<file path="src/rtl/led_pattern_ctrl.sv">
// rtl/led_pattern_ctrl.sv - multi-channel LED pattern generator on one shared prescaled counter
// Each channel runs OFF/ON/BLINK/PWM/BURST, configured through a valid/ready write port.
module led_pattern_ctrl #(
   parameter int CHANNELS   = 2,
   parameter int CNT_WIDTH  = 28,
   parameter int PRESCALE   = 1,
   parameter int DUTY_WIDTH = 8
) (
   input  logic                  clock,
   input  logic                  reset,
   input  logic                  cfg_valid,
   output logic                  cfg_ready,
   input  logic [3:0]            cfg_chan,
   input  logic [2:0]            cfg_mode,
   input  logic [4:0]            cfg_sel,
   input  logic [DUTY_WIDTH-1:0] cfg_duty,
   output logic [CHANNELS-1:0]   LED,
   output logic [CHANNELS-1:0]   done,
   output logic                  cfg_err,
   output logic [CNT_WIDTH-1:0]  count
);

   localparam int PS_W = (PRESCALE > 1) ? $clog2(PRESCALE) : 1;
   localparam logic [PS_W-1:0]       PS_MAX     = PS_W'(PRESCALE - 1);
   localparam logic [5:0]            SEL_LIMIT  = 6'(CNT_WIDTH);
   localparam logic [4:0]            SEL_MAX    = 5'(CNT_WIDTH - 1);
   localparam logic [4:0]            CHAN_LIMIT = 5'(CHANNELS);
   localparam logic [DUTY_WIDTH-1:0] DUTY_ONE   = DUTY_WIDTH'(1);

   localparam logic [2:0] MODE_OFF   = 3'd0;
   localparam logic [2:0] MODE_ON    = 3'd1;
   localparam logic [2:0] MODE_BLINK = 3'd2;
   localparam logic [2:0] MODE_PWM   = 3'd3;
   localparam logic [2:0] MODE_BURST = 3'd4;

   localparam logic [1:0] B_IDLE = 2'd0;
   localparam logic [1:0] B_WAIT = 2'd1;
   localparam logic [1:0] B_RUN  = 2'd2;

   logic [PS_W-1:0]       presc_q, presc_d;
   logic                  en;
   logic [CNT_WIDTH-1:0]  count_q, count_d;
   logic [31:0]           cnt_cur, cnt_nxt;
   logic                  ready_q, ready_d;
   logic                  err_q, err_d;
   logic                  wr, chan_ok;
   logic [2:0]            wr_mode;
   logic [4:0]            wr_sel;

   logic [2:0]            mode_q [CHANNELS];
   logic [2:0]            mode_d [CHANNELS];
   logic [4:0]            sel_q  [CHANNELS];
   logic [4:0]            sel_d  [CHANNELS];
   logic [DUTY_WIDTH-1:0] duty_q [CHANNELS];
   logic [DUTY_WIDTH-1:0] duty_d [CHANNELS];
   logic [DUTY_WIDTH-1:0] rem_q  [CHANNELS];
   logic [DUTY_WIDTH-1:0] rem_d  [CHANNELS];
   logic [1:0]            bst_q  [CHANNELS];
   logic [1:0]            bst_d  [CHANNELS];

   logic [CHANNELS-1:0]   bit_cur, bit_nxt;
   logic [CHANNELS-1:0]   led_q, led_d;
   logic [CHANNELS-1:0]   done_q, done_d;

   // Edges of count[sel] are seen by comparing the current value with the post-increment value.
   always_comb begin
      en      = (presc_q == PS_MAX);
      presc_d = en ? '0 : presc_q + PS_W'(1);
      count_d = en ? count_q + CNT_WIDTH'(1) : count_q;
      cnt_cur = 32'(count_q);
      cnt_nxt = 32'(count_d);
   end

   always_comb begin
      wr      = cfg_valid & ready_q;
      chan_ok = ({1'b0, cfg_chan} < CHAN_LIMIT);
      wr_mode = (cfg_mode > MODE_BURST) ? MODE_OFF : cfg_mode;
      wr_sel  = ({1'b0, cfg_sel} >= SEL_LIMIT) ? SEL_MAX : cfg_sel;
      err_d   = wr & ~chan_ok;
      ready_d = 1'b1;
   end

   always_comb begin
      led_d   = '0;
      done_d  = '0;
      bit_cur = '0;
      bit_nxt = '0;
      for (int i = 0; i < CHANNELS; i++) begin
         mode_d[i]  = mode_q[i];
         sel_d[i]   = sel_q[i];
         duty_d[i]  = duty_q[i];
         rem_d[i]   = rem_q[i];
         bst_d[i]   = bst_q[i];
         bit_cur[i] = cnt_cur[sel_q[i]];
         bit_nxt[i] = cnt_nxt[sel_q[i]];

         case (mode_q[i])
            MODE_ON:    led_d[i] = 1'b1;
            MODE_BLINK: led_d[i] = bit_cur[i];
            MODE_PWM:   led_d[i] = (count_q[DUTY_WIDTH-1:0] < duty_q[i]);
            MODE_BURST: begin
               led_d[i] = (bst_q[i] == B_RUN) & bit_cur[i];
               case (bst_q[i])
                  B_WAIT: begin
                     if (en && !bit_cur[i] && bit_nxt[i]) begin
                        bst_d[i] = B_RUN;
                     end
                  end
                  B_RUN: begin
                     if (en && bit_cur[i] && !bit_nxt[i]) begin
                        if (rem_q[i] == DUTY_ONE) begin
                           bst_d[i]  = B_IDLE;
                           mode_d[i] = MODE_OFF;
                           rem_d[i]  = '0;
                           done_d[i] = 1'b1;
                        end else begin
                           rem_d[i] = rem_q[i] - DUTY_ONE;
                        end
                     end
                  end
                  default: begin
                     bst_d[i]  = B_IDLE;
                     mode_d[i] = MODE_OFF;
                  end
               endcase
            end
            default: led_d[i] = 1'b0;
         endcase

         // A write always wins over an in-flight burst, including its completion.
         if (wr && (cfg_chan == 4'(i))) begin
            sel_d[i]  = wr_sel;
            duty_d[i] = cfg_duty;
            done_d[i] = 1'b0;
            if (wr_mode == MODE_BURST) begin
               if (cfg_duty == '0) begin
                  mode_d[i] = MODE_OFF;
                  bst_d[i]  = B_IDLE;
                  rem_d[i]  = '0;
                  done_d[i] = 1'b1;
               end else begin
                  mode_d[i] = MODE_BURST;
                  bst_d[i]  = B_WAIT;
                  rem_d[i]  = cfg_duty;
               end
            end else begin
               mode_d[i] = wr_mode;
               bst_d[i]  = B_IDLE;
               rem_d[i]  = '0;
            end
         end
      end
   end

   always_ff @(posedge clock) begin
      if (reset) begin
         presc_q <= '0;
         count_q <= '0;
         ready_q <= 1'b0;
         err_q   <= 1'b0;
         led_q   <= '0;
         done_q  <= '0;
         for (int i = 0; i < CHANNELS; i++) begin
            mode_q[i] <= MODE_OFF;
            sel_q[i]  <= '0;
            duty_q[i] <= '0;
            rem_q[i]  <= '0;
            bst_q[i]  <= B_IDLE;
         end
      end else begin
         presc_q <= presc_d;
         count_q <= count_d;
         ready_q <= ready_d;
         err_q   <= err_d;
         led_q   <= led_d;
         done_q  <= done_d;
         for (int i = 0; i < CHANNELS; i++) begin
            mode_q[i] <= mode_d[i];
            sel_q[i]  <= sel_d[i];
            duty_q[i] <= duty_d[i];
            rem_q[i]  <= rem_d[i];
            bst_q[i]  <= bst_d[i];
         end
      end
   end

   assign cfg_ready = ready_q;
   assign cfg_err   = err_q;
   assign LED       = led_q;
   assign done      = done_q;
   assign count     = count_q;

endmodule

</file>
<file path="config.mk">
export PLATFORM = sky130hd
export DESIGN_NAME = led_pattern_ctrl
export DESIGN_NICKNAME = d
export VERILOG_FILES = /design/src/rtl/led_pattern_ctrl.sv
export SDC_FILE = /design/constraint.sdc
export NUM_CORES = 1
export LEC_CHECK = 0
export CAP_MARGIN = 20
export CORE_MARGIN = 2
export CORE_UTILIZATION = 45
export CTS_CLUSTER_SIZE = 20
export DETAILED_ROUTE_END_ITERATION = 12
export PLACE_DENSITY = 0.71
export SETUP_SLACK_MARGIN = 0.15
export SLEW_MARGIN = 20
export SYNTH_ARGS = -nofsm -noshare
export SYNTH_HDL_FRONTEND = slang
export SYNTH_SLANG_ARGS = --single-unit
</file>
<file path="constraint.sdc">
create_clock -name clock -period 2.95 [get_ports clock]
set_input_delay 0.59 -clock clock [delete_from_list [all_inputs] [get_ports clock]]
set_output_delay 0.59 -clock clock [all_outputs]
set_load 0.05 [all_outputs]
</file>
==> Word-level counts from Yosys, hierarchy flattened <==
Memory sizes are Yosys's and may differ from the RTL's.
Index checks and enable logic that the tools add are counted.
{ "word_totals": {"wordCells": 151, "memories": 5, "ramBits": 52, "input_bits": 23, "ff_bits": 35, "out_inout_bits": 34} }
{ "op_classes": {"bitwise": 16, "reduce_logical": 17, "n_mux": 80, "n_eq_ne": 16, "magnitude_cmp": 7, "n_addsub": 4} }
{ "memory_table": {"columns": ["name", "depth", "width", "read_ports", "rd_clocked_by_memory_dff", "wr", "line_no", "rtl"], "rows": [
  ["duty_q", 2, 8, 2, 0, 2, "54", "logic [DUTY_WIDTH-1:0] duty_q [CHANNELS];"],
  ["rem_q", 2, 8, 2, 0, 2, "56", "logic [DUTY_WIDTH-1:0] rem_q [CHANNELS];"],
  ["sel_q", 2, 5, 2, 0, 2, "52", "logic [4:0] sel_q [CHANNELS];"],
  ["mode_q", 2, 3, 2, 0, 2, "50", "logic [2:0] mode_q [CHANNELS];"],
  ["bst_q", 2, 2, 2, 0, 2, "58", "logic [1:0] bst_q [CHANNELS];"]
]} }
{ "ops": {"columns": ["operator", "n"], "rows": [
  ["$mux W8", 18],
  ["$mux W3", 13],
  ["$add A28 B1 Y28 const B", 1],
  ["$mux W28", 1],
  ["$mux W2", 13],
  ["$mux W5", 5],
  ["$bmux W1 S5", 4],
  ["$mux W1", 20],
  ["$eq A8 B1 Y1 const B", 2],
  ["$lt A8 B8 Y1", 2],
  ["$sub A8 B1 Y8 const B", 2],
  ["$eq A3 B2 Y1 const B", 4],
  ["$lt A5 B6 Y1 const B", 2],
  ["$pmux W3 S2", 2],
  ["$logic_and A1 B1 Y1", 10],
  ["$or A1 B1 Y1", 10],
  ["$eq A3 B3 Y1 const B", 3],
  ["$logic_not A8 Y1", 1],
  ["$pmux W1 S4", 2],
  ["$pmux W2 S2", 2],
  ["$eq A3 B1 Y1 const B", 2],
  ["$ge A5 B5 Y1 const B", 1],
  ["$and A1 B1 Y1", 4],
  ["$eq A2 B1 Y1 const B", 2],
  ["9 further kinds", 14]
]} }

==> Depth between registers and ports, before layout <==
{ "logic_depth": {"word_depth": 11, "mapped_depth": 12, "ltp_nobuf": 10} }

==> Least setup slack after synthesis <==
OpenSTA, ideal clock, no wires.
{ "synth_path": {"path_kind": "reg-to-reg", "from": "register count_q[1], in the netlist count[1]", "to": "memory mode_q[1][2], in the netlist mode_q[0][5]", "path_buffers": 0, "setup_time_ns": 0.088, "arrival_ns": 3.400, "path_stages_with_launch": 11, "period_less_slack_ns": 3.488, "setup_slack_ns": -0.538, "t_required_ns": 2.862, "path_cell_list": "dfxtp_1 > ha_1 > nand3b_1 > or4_4 > or4_1 > and2_1 > o311a_4 > nand4_4 > and2_1 > o21bai_1 > a311oi_2"} }
{ "synth_rtl": {"columns": ["element", "line_no", "rtl"], "rows": [
  ["from (decl)", "42", "logic [CNT_WIDTH-1:0] count_q, count_d;"],
  ["from (signal assigned)", "172", "count_q <= count_d;"],
  ["to (decl)", "50", null]
]} }

==> qor.csv <==
stage,metric,value,unit
outcome,status,finished with violations,
outcome,failing checks,negative setup slack,
critical_path,Critical Path Max Stage Delay,0.57,ns
grt,grt ovf,0,
critical_path,worst path required time,3.25,ns
logic_synthesis,synth unique cells,81,
power,Max IR drop VDD,0.256,mV
logic_synthesis,Syn Nets,799,
sta,Final period util,103,%
clock_tree,Clock Sink Count,87,
clock_tree,CTS tree,yes,
critical_path,R2R Setup Slk,-0.1,ns
finish,area of the multi-input gates,4310,um2
finish,share of cells above drive strength 1,28.4,%
sta,Tightest Pin Transition,0.898,ns
finish,fin area,8310,um2
die,Die Span Y,119,um
clock_tree,Root Driver,clkbuf_16,
sta,clock period minus final worst setup slack,3.05,ns
critical_path,CP Launch Type,flop,
finish,FILL cells,1112,
critical_path,reg2reg path depth,12,
finish,area occupied by registers,1790,um2
die,Std-Cell Rows,42,
route,drt pass-1 iters,5,
sta,RSZ-0062 raised after global routing,yes,
placement,I/O Buffers,56,
grt,vias in the first global route,6292,
route,initial DRC count,695,
sta,PnR worst setup slack,-0.0986,ns
finish,Area Growth Syn to Fin,38.8,%
logic_synthesis,Post-synth top flop,dfxtp_1,
clock_tree,clk_lat worst skew,0.36,ns
hold_path,Min-Delay Path Class,flop to flop,
logic_synthesis,synth warn,0,
logic_synthesis,"Cell Area, Synth",5990,um2
die,Initial Util,45.6,%
route,DRC errors left,0,
route,routed wire length,21000,um
hold_path,hold endpoint,duty_q[0][10],
critical_path,CP max-delay cell,or4_4,
grt,largest net degree at the start of global routing,33,
hold_path,worst hold path depth,2,
logic_synthesis,synthesized flop and latch total,87,
finish,Inserted Diodes,0,
power,PD cells,330,nW/um2
die,die width,119,um
finish,"commonest non-fill, non-tap cells in the layout","buf_4, nand2_1, dfxtp_1",
placement,DP Area,7430,um2
critical_path,reg2reg start,count[1],
power,Leak,2.97,nW
placement,Post-Place Worst Slack,-0.108,ns
route,routed len/inst,19.3,um
finish,"commonest non-fill, non-tap cell in the layout",buf_4,
clock_tree,Max Buffers Root-to-Sink,2,
placement,global placement routability congestion,0.984,
logic_synthesis,ys async rst share,0,%
critical_path,Crit Path Class,flop to flop,
route,Post-DRT Antenna Nets,0,
clock_tree,htree depth,3,
critical_path,CP Capture Type,flop,
sta,fmax,328,MHz
logic_synthesis,post-synthesis sequential area ratio,29.1,%
critical_path,"Buf+Inv Stages, Crit Path",2,
die,die area,14200,um2
critical_path,"CP delay by family, top",simple AND/OR/NAND/NOR gates,
die,Core Region,13100,um2
grt,initial antenna violation count,0,
critical_path,worst flop-to-flop path endpoint,rem_q[0][8],
placement,Post-DP HPWL,15100,um
grt,GRT Total Usage,29.2,%
critical_path,CP cell instances,"ha_4, nand3b_1, or4_4, buf_6, or4_4, and2_4, o311a_4, nand4_4, buf_6, a211oi_4, or3_1, nand3_1",
sta,slew margin rel.,39.9,%
logic_synthesis,Post-Syn Area per Cell,7.91,um2
hold_path,hold wc startpoint,duty_q[0][10],
die,num ports,57,
logic_synthesis,"EDFF count, synth",0,
sta,skew final,0.00816,ns
route,routed vias/inst,6.06,
finish,# nets final,946,
grt,first-pass GRT wire length,32800,um
critical_path,"Max FO, Critical Path",4,
critical_path,WP data arrival,3.35,ns
logic_synthesis,Synth Instances,757,
route,vias,6573,
sta,Max Slew Vio Count,0,
sta,Final Setup Violations,12,
sta,Final Hold Viols,0,
run,max-cap viol count,0,
clock_tree,clk slew on worst S/H paths,0.07,ns
clock_tree,Num CTS Buffers,9,
sequential cells by signal (all words and copies together), names as in the netlist:
register / flops
bst_q: 4
sel_q: 10
mode_q: 6
cfg_ready: 1
presc_q: 1
duty_q: 16
rem_q: 16
done: 2
LED: 2
cfg_err: 1
count: 28
tightest hold or removal path, cell delays in order (launching register included):
cell,delay [ns]
dfxtp_1,0.31
nand2_1,0.05
a21oi_1,0.05
worst max path at each step:
stage / cells past startpoint / to / from
final: 12 / rem_q[0][8] / count[1]
after global placement: 9 / bst_q[0][2] / sel_q[0][5]
after detailed placement: 12 / rem_q[0][3] / count[0]
after global routing: 13 / rem_q[0][12] / count[1]
after floorplan: 10 / rem_q[0][11] / count[4]
after CTS: 11 / mode_q[0][5] / count[1]
cell type report:
type                    count  area share, %
clock buffers              10           2.76
multi-input cells         593           51.9
well taps                 176           2.65
flip-flops and latches     87           21.5
repair buffers            182           18.9
inverters                  31           1.40
clock inverters             6          0.903
timing repair:
action                                  CTS  global route
endpoints found under the setup margin   24            24
hold buffers                              0             0
pin swaps                                17            27
buffers inserted                         13            13
cloned                                    1             0
hold endpoints to repair                  0             0
resized for setup                        25            58
synth_stat cells, types with 11 or more instances:
cell type / instances / area (um2)
ha_1: 19 / 238
a211oi_1: 11 / 82.6
nor3_1: 23 / 115
mux4_2: 11 / 248
dfxtp_1: 87 / 1740
nand2b_1: 17 / 106
nand4_1: 14 / 87.6
nand3_1: 27 / 135
mux2i_1: 12 / 120
nor2b_1: 20 / 125
or3_1: 11 / 68.8
xnor2_1: 11 / 96.3
clkbuf_1: 31 / 116
o21ai_0: 25 / 125
a21oi_1: 63 / 315
nand2_1: 107 / 402
inv_1: 30 / 113
and2_1: 13 / 81.3
nor2_1: 55 / 206
o211ai_1: 11 / 82.6
layer usage:
layer / vias to the layer above / GRT usage [%] / wire [um]
met3: 70 / 5.03 / 1540
met4: 0 / 11.5 / 712
met1: 3120 / 37.8 / 8800
met5: - / 0 / 0
met2: 304 / 48.6 / 9940
li1: 3079 / - / -
power by group:
group          total [mW]  leakage [nW]  internal, mW  switching, mW
sequential           1.19         0.716          1.18         0.0125
combinational       0.331          2.10         0.139          0.192
clock                1.22         0.151         0.674          0.546
per-stage QoR:
step | hold WS (ns) | std cells | utilization (%) | setup TNS [ns] | power (mW)
after detailed placement | 0.448 | 1042 | 56.5 | -0.749 | 1.50
final | 0.455 | 1085 | 63.2 | -0.524 | 2.74
after CTS | 0.457 | 1072 | 60.5 | -0.604 | 2.72
after global routing | 0.471 | 1085 | 63.2 | -2.13 | 2.82
after floorplan | 0.436 | 757 | - | -0.411 | 1.37
after global placement | 0.443 | 1042 | 56.5 | -0.285 | 1.50
cells by family after synthesis:
family,after synthesis,synth area share [%]
xor gates and xnor gates,19,2.78
DFF,87,29.1
adders and majority gates,19,3.97
other,1,0.0626
and+or+nand+nor,341,30.0
buffers and inverters,78,5.60
muxes,28,7.08
AOI/OAI and AO/OA,184,21.4
Note: power is estimated with default switching activity, not from simulation.
